## src/rtl/cpu_types_pkg.sv

```systemverilog
// Shared types for the cache/memory path: data word, RAM status codes and
// the state encoding of the memory arbiter.
package cpu_types_pkg;

  typedef logic [31:0] word_t;

  // Status reported by the RAM model on every cycle.
  typedef enum logic [1:0] {
    FREE   = 2'd0,
    BUSY   = 2'd1,
    ACCESS = 2'd2,
    ERROR  = 2'd3
  } ramstate_t;

  // Arbiter grant state.
  typedef enum logic [1:0] {
    IDLE   = 2'd0,
    IGRANT = 2'd1,
    DGRANT = 2'd2
  } arb_state_t;

endpackage

```

## src/rtl/mem_arbiter.sv

```systemverilog
// Memory arbiter: shares one single-port RAM between instruction fills and
// data reads/writes. Data has strict priority. Defining MEMARB_STARVE_GUARD_EN
// adds a streak counter that forces an instruction grant after MAX_DSTREAK
// back-to-back data completions while an instruction fill is waiting.
module mem_arbiter
  import cpu_types_pkg::*;
#(
  parameter int unsigned MAX_DSTREAK = 4
) (
  input  logic        CLK,
  input  logic        nRST,
  input  logic        iREN,
  input  logic [31:0] iaddr,
  output logic        iwait,
  output logic [31:0] iload,
  input  logic        dREN,
  input  logic        dWEN,
  input  logic [31:0] daddr,
  input  logic [31:0] dstore,
  output logic        dwait,
  output logic [31:0] dload,
  output logic        ramREN,
  output logic        ramWEN,
  output logic [31:0] ramaddr,
  output logic [31:0] ramstore,
  input  logic [31:0] ramload,
  input  logic [1:0]  ramstate
);

  if (MAX_DSTREAK == 0) begin : g_bad_max_dstreak
    $error("MAX_DSTREAK must be at least 1");
  end

  arb_state_t r_state_q, r_state_d;
  ramstate_t  w_ramstate;
  logic       w_dreq;
  logic       w_guard;

  assign w_ramstate = ramstate_t'(ramstate);
  assign w_dreq     = dREN | dWEN;

  // Read data is a straight pass-through; the wait signals qualify it.
  assign iload = ramload;
  assign dload = ramload;

  // Grant state register.
  always_ff @(posedge CLK or negedge nRST) begin
    if (!nRST) begin
      r_state_q <= IDLE;
    end else begin
      r_state_q <= r_state_d;
    end
  end

  // Next-state and output decode; strobes are gated by the live request so a
  // dropped request aborts without a completion pulse.
  always_comb begin
    r_state_d = r_state_q;
    iwait     = 1'b1;
    dwait     = 1'b1;
    ramREN    = 1'b0;
    ramWEN    = 1'b0;
    ramaddr   = '0;
    ramstore  = '0;
    case (r_state_q)
      IDLE: begin
        if (w_guard) begin
          r_state_d = IGRANT;
        end else if (w_dreq) begin
          r_state_d = DGRANT;
        end else if (iREN) begin
          r_state_d = IGRANT;
        end
      end
      IGRANT: begin
        ramaddr = iaddr;
        ramREN  = iREN;
        if (!iREN) begin
          r_state_d = IDLE;
        end else if (w_ramstate == ACCESS) begin
          iwait     = 1'b0;
          r_state_d = IDLE;
        end
      end
      DGRANT: begin
        ramaddr  = daddr;
        ramstore = dstore;
        ramWEN   = dWEN;
        ramREN   = dREN & ~dWEN;
        if (!w_dreq) begin
          r_state_d = IDLE;
        end else if (w_ramstate == ACCESS) begin
          dwait     = 1'b0;
          r_state_d = IDLE;
        end
      end
      default: r_state_d = IDLE;
    endcase
  end

`ifdef MEMARB_STARVE_GUARD_EN
  localparam int unsigned StreakW = $clog2(MAX_DSTREAK + 1);

  logic [StreakW-1:0] r_streak_q, r_streak_d;
  logic               w_dcomplete;

  assign w_dcomplete = (r_state_q == DGRANT) && !dwait;
  assign w_guard     = iREN && (r_streak_q == StreakW'(MAX_DSTREAK));

  // Count data completions that overtook a waiting instruction fill.
  always_comb begin
    r_streak_d = r_streak_q;
    if (!iREN || ((r_state_q == IDLE) && (r_state_d == IGRANT))) begin
      r_streak_d = '0;
    end else if (w_dcomplete && (r_streak_q != StreakW'(MAX_DSTREAK))) begin
      r_streak_d = r_streak_q + 1'b1;
    end
  end

  // Streak counter register.
  always_ff @(posedge CLK or negedge nRST) begin
    if (!nRST) begin
      r_streak_q <= '0;
    end else begin
      r_streak_q <= r_streak_d;
    end
  end
`else
  assign w_guard = 1'b0;
`endif

endmodule

```

## config.mk

```make
export PLATFORM = sky130hd
export DESIGN_NAME = mem_arbiter
export DESIGN_NICKNAME = d
export VERILOG_FILES = /design/src/rtl/cpu_types_pkg.sv /design/src/rtl/mem_arbiter.sv
export SDC_FILE = /design/constraint.sdc
export NUM_CORES = 1
export LEC_CHECK = 0
export ABC_AREA = 0
export BUFFER_PORTS_ARGS = -buffer_cell sky130_fd_sc_hd__buf_2
export CORE_AREA = 5 5 100 102
export DETAILED_ROUTE_END_ITERATION = 7
export DIE_AREA = 0 0 105 107
export PLACE_DENSITY = 0.6
export SLEW_MARGIN = 30
export SYNTH_ARGS = -nofsm -noshare
export SYNTH_HDL_FRONTEND = slang
export SYNTH_SLANG_ARGS = --single-unit
```

## constraint.sdc

```tcl
create_clock -name CLK -period 1.4 [get_ports CLK]
set_input_delay 0.21 -clock CLK [delete_from_list [all_inputs] [get_ports CLK]]
set_output_delay 0.21 -clock CLK [all_outputs]
set_load 0.01 [all_outputs]
```

Word-level counts from Yosys, hierarchy flattened
Index checks and enable logic that the tools add are counted.

cells by class
  mux-type cells = 15
  reductions and logical operators = 1
  bitwise logic cells = 3
  equality and inequality tests = 4

operator list
  kind                                                                    number
  32-bit one-hot mux with 2 select lines                                  1
  32-bit 2-to-1 mux                                                       1
  2-bit 2-to-1 mux                                                        5
  1-bit 2-to-1 mux                                                        6
  2-bit one-hot mux with 3 select lines                                   1
  2-bit equality test (second input constant)                             2
  3-bit != test (second input constant)                                   1
  2-bit by 1-bit equality test with 1-bit output (second input constant)  1
  2-bit zero test                                                         1
  1-bit one-hot mux with 2 select lines                                   1
  1-bit AND                                                               1
  1-bit NOT                                                               1
  1-bit bitwise OR                                                        1

storage, ports and cells
  output and inout bits = 132
  register bits after elaboration = 2

Depth between registers and ports, before layout
  depth after elaboration = 4
  depth in mapped cells = 6
  gate-level depth less buffers = 5

Worst setup path after synthesis
OpenSTA, ideal clock, no wires.

  path type = reg-to-output
  start = reg r_state_q[1]
  end = out ramaddr[0]
  buffers on the path = 2
  stages on the path, launching flop included = 7
  arrival = 1307 ps
  path slack = -117 ps
  required time = 1190 ps
  cells stage by stage = dfrtp_1 -> inv_1 -> ha_1 -> buf_2 -> clkbuf_1 -> a22oi_1 -> nor2b_1

on the way
  word-level cells in the longest chain between the ends = 2
  elaborated cells between the ends (all ways) = 3

RTL lines
  what                                                                                   line               text
  start: declaration                                                                     mem_arbiter.sv:34  arb_state_t r_state_q, r_state_d;
  start signal: assignment                                                               mem_arbiter.sv:51  r_state_q <= r_state_d;
  2-bit equality test or 2-bit by 1-bit equality test with 1-bit output (tied branches)  mem_arbiter.sv:65  case (r_state_q)
  32-bit one-hot mux with 2 select lines *                                               mem_arbiter.sv:65
  end: declaration                                                                       mem_arbiter.sv:24  output logic [31:0] ramaddr,

Mark *: on every way between the ends. The rest lies on a longest branch, timed or not.

Worst setup path after layout
  start = reg r_state_q[0]
  end = out ramaddr[30]

The elaborated chain is that of the path after synthesis.

==> impl_metrics.py <==
metrics = {
    "synth": {
        "synth_cells": 199,
        "seq_area_frac_synth_pct": 3.60,
        "ys_top_cells_by_area": "buf_4 35%, a22oi_1 17%, and2_1 15%, nor2b_1 15%, dfrtp_1 3.6%",
        "synth-compound-area-share_pct": 20.6,
        "syn_area_um2": 1390,
        "ys_ff_latch": 2,
        "synth_area_per_cell_um2": 6.99,
        "synth_cell_types": 21,
        "syn-num-nets": 338,
        "synth_mux_area_share_pct": 0,
        "synth_adder_area_share_pct": 3.60,
        "ys_warn_count": 0,
        "synth_top_area_share_pct": 34.6,
        "synth_xor_area_share_pct": 0,
        "yosysTopAreaCell": "buf_4",
        "synth_simple_gate_area_share_pct": 32.9,
        "synth_top_family_by_area": "buffers and inverters",
    },
    "setup_path": {
        "critical_path_arrival_ns": 1.47,
        "worst-path-max-fanout": 17,
        "cp_slowest_cell": "dfrtp_1",
        "cp.required_ns": 1.19,
        "cp_top_family": "buffers and inverters",
        "critPathLaunchType": "flop",
        "end_kind": "output port",
        "max_stage_delay_ns": 0.39,
        "crit_chain": "buf_4, ha_4, buf_12, a22oi_1, nor2b_2, buf_2",
        "crit_buf_inv": 3,
        "crit_type": "reg2out",
    },
    "clock_network": {
        "clk_pin_slew_worst_paths_ns": 0.03,
        "cts_sinks": 2,
        "htreeDepth": 1,
        "clockRootBuffer": "clkbuf_8",
        "cts_tree": "built",
        "clockBufferDepth": 2,
        "insertion_delay_ns": 0.21,
        "cts_buffers": 3,
    },
    "cells_and_area": {
        "drive_gt1_share_pct": 87.9,
        "final_nets": 455,
        "area_growth_pct": 91.9,
        "post-route-cell-area_um2": 2670,
        "largest_register_ffs": 2,
        "fillers": 1000,
        "n_antenna_cell": 0,
        "reg.largest.list": "r_state_q x2",
        "regMostFlops": "r_state_q",
        "register_area_um2": 51.3,
        "multi_input_area_um2": 1090,
        "instances_no_fill": 425,
        "fin_util_pct": 29.6,
    },
    "timing": {
        "min_period_ns": 1.68,
        "fmax_mhz": 595,
        "rsz0062_at_grt": "yes",
        "final-hold-violation-count": 0,
        "finClkSkew_ns": 0.00384,
        "max_slew.worst_pin.slew_ns": 0.281,
        "finalSetupViolCount": 70,
        "min_period_over_period_pct": 120,
        "hold_ws_ns": 0.336,
        "drv_slew": 0,
        "maxSlewHeadroom_pct": 81.2,
        "layout_setup_ws_ns": -0.280,
    },
    "routing": {
        "routed_wl_um": 6570,
        "viasPerCell": 4.27,
        "drcViolationCount": 0,
        "wl_per_cell_um": 15.5,
        "drt-initial-drc-count": 41,
        "via_count": 1814,
        "antenna_left": 0,
        "drt_first_pass_iters": 4,
    },
    "floorplanning": {
        "row_count": 35,
        "die_y_um": 107,
        "die_area_um2": 11200,
        "ioPinCount": 267,
        "die_w_um": 105,
        "core_um2": 9020,
        "initial_core_util_pct": 15.4,
    },
    "place": {
        "place.gp.congestion": 0.776,
        "dp_cells": 411,
        "dpl-instance-area_um2": 1990,
        "io_buffers": 170,
        "hpwl_um": 4690,
    },
    "grt": {
        "grt_max_degree": 24,
        "grtUsageTotal_pct": 9.94,
        "grt_pass1_wl_um": 9160,
        "grt_pass1_vias": 1790,
        "grt_overflow": 0,
        "antenna_found_initial": 0,
    },
    "power": {
        "power.density_nw_per_um2": 1740,
        "power_uw": 4630,
        "p_leak_uw": 0.00132,
        "irDropWorstVdd_uv": 1110,
    },
    "run_status": {
        "violations": "setup timing",
        "outcome": "complete, but fails checks",
    },
    "run": {
        "cap_viol_max_count": 0,
    },
    "min_path": {
        "holdCritPathClass": "in2async",
    },
}
==> cells in the final DEF, fill, tap and decap left out, drive strengths merged <==
cell / Yosys / layout
ha: 4 / 4
dfrtp: 2 / 2
a211oi: 1 / 1
clkbuf: 7 / 5
a22oi: 32 / 32
nand2: 2 / 2
o21ai: 3 / 3
inv: 2 / 2
buf: 71 / 187
nand3b: 1 / 1
nand3: 1 / 1
a22o: 1 / 1
nor2: 2 / 2
dlygate4sd3: 0 / 1
nor2b: 33 / 33
a21oi: 1 / 1
and2: 34 / 34
or4b: 1 / 1
a32o: 1 / 1
==> area by class of cell <==
cell class / instances / share of cell area [%]
Timing Repair Buffer: 190 / 50.2
Multi-Input combinational cell: 117 / 40.8
Tap cell: 111 / 5.21
Sequential cell: 2 / 1.92
Clock buffer: 3 / 1.55
Inverter: 2 / 0.281
==> logic make-up after synthesis <==
group                      count (synthesis)
AOI/OAI and AO/OA                         39
adders and majority gates                  4
buffers and inverters                     80
DFF                                        2
and+or+nand+nor                           74
==> worst register-to-register path: cells and delay by family (launching register included) <==
family / cells / cell delay (ns)
compound gates: 3 / 0.45
fa+ha+maj: 1 / 0.20
buf+inv: 4 / 0.42
flops: 1 / 0.39
==> synth_stat cells <==
master    number
buf_4         64
ha_1           4
a32o_1         1
and2_1        34
buf_2          5
o21ai_1        1
o21ai_0        2
dfrtp_1        2
a22o_1         1
a21oi_1        1
nor2_1         2
clkbuf_1       7
nand3b_1       1
nand3_1        1
nor2b_1       33
a211oi_1       1
nand2_1        2
a22oi_1       32
buf_1          2
or4b_1         1
inv_1          2
==> report_power, final <==
group          switching [uW]  leakage, uW  internal, uW
clock network            49.7    0.0000216           182
registers                27.7    0.0000245          81.3
logic                    1800      0.00128          2490
==> stage by stage <==
stage               TNS [ns]  setup WS [ns]
CTS                   -16.63         -0.290
global placement       -2.79         -0.140
global route          -21.40         -0.370
finish                -16.13         -0.280
detailed placement     -3.68         -0.161
floorplan             -0.999        -0.0490
==> metal layers <==
metal	vias up	track usage, %	part of all wire (%)
li1	832	-	-
met1	854	10.4	33
met2	91	18.2	54
met3	37	2.65	9.0
met4	0	5.02	3.8
met5	-	0	0
==> final timing paths <==
check / start / end / slack, ns / cells past startpoint
worst max register to register: r_state_q[0] / r_state_q[1] / -0.14 / 8
worst min register to register: r_state_q[1] / r_state_q[1] / 0.68 / 2
worst max-delay path: r_state_q[0] / ramaddr[30] / -0.28 / 6
worst min-delay path: nRST / r_state_q[0] / 0.34 / 2
min in group CLK: ramload[8] / dload[8] / 0.42 / 0
max in group asynchronous: nRST / r_state_q[1] / 0.95 / 2
==> what timing repair did <==
item	4_1_cts	5_1_grt
endpoints found under the hold margin	2	0
hold buffers	1	0
buffers inserted	4	1
resized for setup	58	50
setup endpoints to repair	70	70
cloned	3	2
pin swaps	2	5
(Power assumes the default switching activity.)
